$ cat config.mk
export PLATFORM = sky130hd
export DESIGN_NAME = bcd_scan_7seg
export DESIGN_NICKNAME = d
export VERILOG_FILES = /design/src/rtl/bcd_scan_7seg.sv
export SDC_FILE = /design/constraint.sdc
export NUM_CORES = 1
export LEC_CHECK = 0
export BUFFER_PORTS_ARGS = -buffer_cell sky130_fd_sc_hd__buf_4
export CAP_MARGIN = 30
export CELL_PAD_IN_SITES_DETAIL_PLACEMENT = 1
export CELL_PAD_IN_SITES_GLOBAL_PLACEMENT = 1
export CORE_MARGIN = 2
export CORE_UTILIZATION = 41
export CTS_CLUSTER_DIAMETER = 100
export DETAILED_ROUTE_END_ITERATION = 6
export HOLD_SLACK_MARGIN = 0.05
export PLACE_DENSITY = 0.84
export SLEW_MARGIN = 0
export SYNTH_ARGS = -nofsm -noshare
export SYNTH_HDL_FRONTEND = slang
export SYNTH_SLANG_ARGS = --single-unit
$ cat constraint.sdc
create_clock -name clk -period 1.5 [get_ports clk]
set_input_delay 0 -clock clk [delete_from_list [all_inputs] [get_ports clk]]
set_output_delay 0 -clock clk [all_outputs]
set_load 0.01 [all_outputs]
$ cat src/rtl/bcd_scan_7seg.sv
// bcd_scan_7seg: latches packed BCD once it has been stable and multiplexes three digits onto one 7-segment bus
// Ports: clk, rst (sync, active-high); bdc[11:0] packed BCD {hundreds, tens, units};
//        seg[6:0] {g..a} active-low; an[2:0] {hundreds, tens, units} active-low;
//        upd one-cycle pulse when the latched value changes; err high while a latched nibble exceeds 9.
// Optional macro LZB_EN: leading-zero blanking of the hundreds and tens slots.
module bcd_scan_7seg #(
    parameter int SCAN_DIV   = 1000,
    parameter int STABLE_CYC = 12
) (
    input  logic        clk,
    input  logic        rst,
    input  logic [11:0] bdc,
    output logic [6:0]  seg,
    output logic [2:0]  an,
    output logic        upd,
    output logic        err
);
    localparam int SW = $clog2(STABLE_CYC + 1);
    localparam int PW = $clog2(SCAN_DIV);
    localparam logic [SW-1:0] STAB_MAX = SW'(STABLE_CYC);
    localparam logic [SW-1:0] STAB_HIT = SW'(STABLE_CYC - 1);
    localparam logic [PW-1:0] PRE_MAX  = PW'(SCAN_DIV - 1);

    logic [11:0]   bdc_q, disp_q, disp_d;
    logic [SW-1:0] stab_q, stab_d;
    logic [PW-1:0] pre_q, pre_d;
    logic [1:0]    idx_q, idx_d;
    logic [6:0]    seg_q, seg_d;
    logic [2:0]    an_q, an_d;
    logic          upd_q, upd_d, err_q, err_d;
    logic          same, latch, wrap;
    logic [3:0]    nib;

    function automatic logic [6:0] dec(input logic [3:0] n);
        case (n)
            4'd0:    dec = 7'h40;
            4'd1:    dec = 7'h79;
            4'd2:    dec = 7'h24;
            4'd3:    dec = 7'h30;
            4'd4:    dec = 7'h19;
            4'd5:    dec = 7'h12;
            4'd6:    dec = 7'h02;
            4'd7:    dec = 7'h78;
            4'd8:    dec = 7'h00;
            4'd9:    dec = 7'h10;
            default: dec = 7'h06;
        endcase
    endfunction

    always_comb begin
        same   = bdc == bdc_q;
        // a mismatch on the latch cycle wins, so the latch also requires same
        latch  = same && stab_q == STAB_HIT;
        stab_d = !same ? '0 : (stab_q != STAB_MAX ? stab_q + 1'b1 : stab_q);
        disp_d = latch ? bdc : disp_q;
        upd_d  = latch && bdc != disp_q;
        err_d  = disp_q[11:8] > 4'd9 || disp_q[7:4] > 4'd9 || disp_q[3:0] > 4'd9;
        wrap   = pre_q == PRE_MAX;
        pre_d  = wrap ? '0 : pre_q + 1'b1;
        idx_d  = wrap ? (idx_q == 2'd2 ? 2'd0 : idx_q + 2'd1) : idx_q;
        nib    = idx_q == 2'd2 ? disp_q[11:8] : idx_q == 2'd1 ? disp_q[7:4] : disp_q[3:0];
`ifdef LZB_EN
        an_d   = (idx_q == 2'd2 && disp_q[11:8] == 4'd0) || (idx_q == 2'd1 && disp_q[11:4] == 8'd0) ? 3'b111 :
                 idx_q == 2'd2 ? 3'b011 : idx_q == 2'd1 ? 3'b101 : 3'b110;
        seg_d  = an_d == 3'b111 ? 7'h7F : dec(nib);
`else
        an_d   = idx_q == 2'd2 ? 3'b011 : idx_q == 2'd1 ? 3'b101 : 3'b110;
        seg_d  = dec(nib);
`endif
    end

    always_ff @(posedge clk) begin
        if (rst) begin
            bdc_q  <= '0;
            stab_q <= '0;
            disp_q <= '0;
            pre_q  <= '0;
            idx_q  <= '0;
            seg_q  <= 7'h7F;
            an_q   <= 3'b111;
            upd_q  <= 1'b0;
            err_q  <= 1'b0;
        end else begin
            bdc_q  <= bdc;
            stab_q <= stab_d;
            disp_q <= disp_d;
            pre_q  <= pre_d;
            idx_q  <= idx_d;
            seg_q  <= seg_d;
            an_q   <= an_d;
            upd_q  <= upd_d;
            err_q  <= err_d;
        end
    end

    assign seg = seg_q;
    assign an  = an_q;
    assign upd = upd_q;
    assign err = err_q;
endmodule

==> Word-level counts from Yosys, hierarchy flattened <==
Memories as Yosys holds them, arrays and structs flattened. A register that Yosys moved wholly into a read port is not among the register bits.
Cells that the tools add are included.
{ "totals": {"reg_bits": 45, "wordCells": 36, "latchBits": 0, "input_bits": 14, "n_memories": 1, "ramBits": 0, "romBits": 112} }
{ "op_classes": {"add_sub_neg": 3, "n_eq_ne": 7, "div": 0, "bitwise": 1, "reduce_logical": 7, "n_shift": 0, "multipliers": 0, "magnitude_cmp": 3, "muxes": 5} }
{ "memory_table": {"columns": ["name", "depth", "word_bits", "read_ports", "rd_clocked_by_memory_dff", "wr", "line_no", "rtl"], "rows": [
  ["(name not given)", 16, 7, 1, 1, 0, "35", "case (n)"]
]} }
{ "ops": {"columns": ["cell", "n"], "rows": [
  ["$eq 12x12->1", 1],
  ["$gt 4x4->1 const B", 3],
  ["$ne 12x12->1", 1],
  ["$add 10x1->10 const B", 1],
  ["$eq 10x10->1 const B", 1],
  ["$mux 4", 2],
  ["$reduce_or 2->1", 3],
  ["$add 4x1->4 const B", 1],
  ["$eq 4x4->1 const B", 1],
  ["$mux 2", 2],
  ["$ne 4x4->1 const B", 1],
  ["$mux 3", 1],
  ["$add 2x1->2 const B", 1],
  ["$eq 2x1->1 const B", 1],
  ["$eq 2x2->1 const B", 1],
  ["$logic_and 1x1->1", 2],
  ["$logic_or 1x1->1", 2],
  ["$not 1->1", 1]
]} }

==> Depth between registers and ports, before layout <==
{ "depth": {"depth_word": 3, "mapped_depth": 7, "depth_no_buf": 6} }

==> Worst setup path before layout <==
OpenSTA, ideal clock, no wires.
{ "synth_timing": {"path_type": "register to register", "startpoint": "register idx_q[0]", "endpoint": "register seg_q[1], in the netlist seg[1]", "setup_ns": 0.114, "arrival_ns": 1.531, "stages_incl_launch_ff": 6, "t_required_ns": 1.386, "period_less_slack_ns": 1.645, "slack_ns": -0.145, "cell_sequence": "dfxtp_1 clkbuf_1 mux2_2 ha_1 o21bai_1 a21o_1"} }
{ "synth_between": {"elab_chain_len": 3} }
{ "synth_rtl": {"columns": ["element", "line_no", "rtl"], "rows": [
  ["from (decl)", "27", "logic [1:0] idx_q, idx_d;"],
  ["from (signal assigned)", "88", "idx_q <= idx_d;"],
  ["$eq 2x1->1", "61", "nib = idx_q == 2'd2 ? disp_q[11:8] : idx_q == 2'd1 ? disp_q[7:4] : disp_q[3:0];"],
  ["$mux 4", "61", null],
  ["$mux 4 *", "61", null],
  ["to (decl)", "28", "logic [6:0] seg_q, seg_d;"]
]} }
Every way passes the cells marked *; elsewhere a longest branch is shown, timed or not.
A chain may end at the register's enable or synchronous reset.

==> Worst setup path after layout <==
{ "layout_timing": {"startpoint": "register idx_q[1]", "endpoint": "register seg_q[3], in the netlist seg[3]"} }
The elaborated chain is that of the path after synthesis.

==> impl_metrics.py <==
metrics = {
    "grt": {
        "grt_overflow_total": 0,
        "first_global_vias": 2201,
        "groute.usage.overall": 0.252,
        "grt_pass1_wl_mm": 11.8,
        "grt_max_degree": 41,
        "antenna_found_initial": 0,
    },
    "setup_path": {
        "cpMaxStageDelayCell": "dfxtp_4",
        "r2r_start": "idx_q[1]$_SDFFE_PP0N_",
        "startpoint": "idx_q[1]$_SDFFE_PP0N_",
        "critPathArrivalTime_ns": 1.96,
        "critical_path_required_ns": 1.70,
        "crit_buf_inv": 1,
        "crit_type": "flop to flop",
        "cp_cell_sequence": "mux2i_1 > mux2_4 > inv_4 > ha_4 > mux2i_2 > o21bai_1",
        "slowest_delay_ns": 0.46,
        "crit_path_max_fanout": 8,
        "crit_path_end_kind": "flop",
        "critPathLaunchType": "flop",
        "path_delay_family": "multiplexers",
    },
    "cts": {
        "clk_path_buf_depth": 2,
        "root_buffer": "clkbuf_8",
        "clk_pin_slew_ns": 0.10,
        "htreeDepth": 2,
        "cts_buffers": 5,
        "cts_tree": "done",
        "clock_sinks": 52,
        "insertion_delay_ns": 0.31,
    },
    "pwr": {
        "totalPowerFinal_mw": 2.63,
        "power.density_nw_per_um2": 797,
        "p_leak_nw": 1.33,
        "vdd_drop_max_v": 0.000422,
    },
    "route": {
        "drtIter0Drc": 74,
        "post_drt_wl_per_cell_um": 22.1,
        "first_pass_iters": 4,
        "via_per_inst": 5.39,
        "detail_route.wirelength_mm": 8.14,
        "drtAntennaViolNets": 0,
        "dr_total_vias": 1988,
        "drcViolationCount": 0,
    },
    "place": {
        "place_ws_ns": -0.247,
        "place_congestion": 0.735,
        "placed_cell_area_um2": 2840,
        "place_hpwl_mm": 4.20,
        "port_buffers": 25,
    },
    "die": {
        "rows": 27,
        "core_area_um2": 5570,
        "io_pins": 26,
        "die_w_um": 80.5,
        "start_util": 0.431,
        "die_area_um2": 6480,
        "die_y_um": 80.5,
    },
    "sta": {
        "setup_viol": 21,
        "finalCriticalPeriod_ns": 1.76,
        "max_slew.worst_pin.slew_ns": 0.431,
        "timing.slew.headroom": 0.713,
        "postLayoutSetupSlackWorst_ns": -0.258,
        "skew_ns": 0.00840,
        "finalCritPeriodShare": 1.17,
        "max_freq_mhz": 569,
        "drv_slew": 0,
        "hold_ws_ns": 0.116,
        "rsz0062_at_grt": "true",
        "hold_viol": 0,
    },
    "synthesis": {
        "synth_edf_count": 0,
        "synthesis.nets": 255,
        "yosysMostFrequentCell": "dfxtp_1",
        "synth_area_um2": 2400,
        "synth_top_cell_area_share": 0.434,
        "ys_warn_count": 0,
        "ys.flop_type": "dfxtp_1",
        "synth_cell_type_count": 34,
        "synth-seq-cells": 52,
        "yosysSeqAreaShare": 0.434,
        "async_flop_share": 0,
        "netlist_instances": 233,
        "synth.avg_cell_area_um2": 10.3,
        "synth_top_area_cell": "dfxtp_1",
        "yosys-top-cells-count": "52 x dfxtp_1, 24 x nor2b_1, 20 x nor2_1",
        "synthTopCellsByArea": "dfxtp_1 43%, xnor2_1 6.6%, mux2_4 6.3%",
    },
    "status": {
        "failed_checks": "setup timing",
        "status": "finished, violations left",
    },
    "final_layout": {
        "fin_area_um2": 3300,
        "area_delta_synth_final_pct": 37.5,
        "n_antenna_cell": 0,
        "fill_cells": 606,
        "finalNetCount": 320,
        "drive_above_1_share": 0.354,
    },
    "flow_run": {
        "maxCapViolCount": 0,
    },
    "min_path": {
        "hp-start": "rst",
        "hold_class": "input pin to flop",
    },
}
## power breakdown
group          switching [mW]  leakage [nW]  total (mW)  internal [mW]
clock                   0.499        0.0501       0.980          0.481
combinational           0.113         0.851       0.222          0.109
sequential             0.0157         0.427        1.43           1.41
total                   0.627          1.33        2.63           2.00
## routing by layer
| layer | track usage | vias up | share of wire |
|---|---|---|---|
| li1 | - | 912 | - |
| met1 | 0.262 | 986 | 0.40 |
| met2 | 0.468 | 65 | 0.53 |
| met3 | 0.0517 | 25 | 0.040 |
| met4 | 0.136 | 0 | 0.035 |
| met5 | 0 | - | 0 |
## layout make-up
| type | count | area (um2) | area share |
|---|---|---|---|
| tap | 72 | 90.1 | 0.0273 |
| clock buffer | 5 | 68.8 | 0.0209 |
| sequential | 52 | 1050 | 0.317 |
| inverter | 6 | 27.5 | 0.00834 |
| timing repair buffer | 66 | 559 | 0.170 |
| multi-input combinational | 167 | 1480 | 0.448 |
| clock inverter | 1 | 30.0 | 0.00910 |
## path summary, 6_finish.rpt
check	to	slack [ns]	cells past startpoint
setup / recovery	seg[3]$_SDFF_PP1_	-0.26	6
hold / removal	pre_q[2]$_SDFF_PP0_	0.12	2
setup reg to reg	seg[3]$_SDFF_PP1_	-0.26	6
hold reg to reg	pre_q[0]$_SDFF_PP0_	0.45	1
## logic make-up (layout without fill, tap and decap cells)
| kind of cell | Yosys count | in the layout | synth area share |
|---|---|---|---|
| xor+xnor | 34 | 34 | 0.124 |
| fa+ha+maj | 8 | 8 | 0.0417 |
| mux | 30 | 30 | 0.149 |
| compound gates | 19 | 19 | 0.0537 |
| buf+inv | 14 | 78 | 0.0266 |
| simple gates | 76 | 76 | 0.171 |
| flops | 52 | 52 | 0.434 |
## through the flow
| stage | utilization | setup TNS [ns] | cells |
|---|---|---|---|
| global placement | 0.509 | -1.25 | 348 |
| finish | 0.592 | -3.86 | 369 |
| floorplan | - | -0.549 | 233 |
| global route | 0.592 | -4.63 | 369 |
| CTS | 0.573 | -2.24 | 366 |
| detailed placement | 0.509 | -3.84 | 348 |
## state kept, by name, indices dropped and copies added, names as in the netlist
name / flops
an: 3
disp_q: 12
err: 1
bdc_q: 12
seg: 7
pre_q: 10
idx_q: 2
upd: 1
stab_q: 4
## cell usage in the layout, fill, tap and decap left out, types with 7 or more instances in the layout
cell type	Yosys	layout
dfxtp_1	52	50
buf_4	1	48
nor2b_1	24	24
nor2_1	20	19
xnor2_1	18	18
xor2_1	16	16
mux2_4	10	13
dlygate4sd3_1	0	10
mux2i_1	14	7
buf_6	1	7
## timing repair
action | 4_1_cts | 5_1_grt
cloned | 0 | 0
hold endpoints to repair | 10 | 0
resized for setup | 31 | 16
hold buffers | 10 | 0
setup buffers | 2 | 4
endpoints found under the setup margin | 21 | 24
pin swaps | 9 | 4
Note: power is estimated with default switching activity, not from simulation.
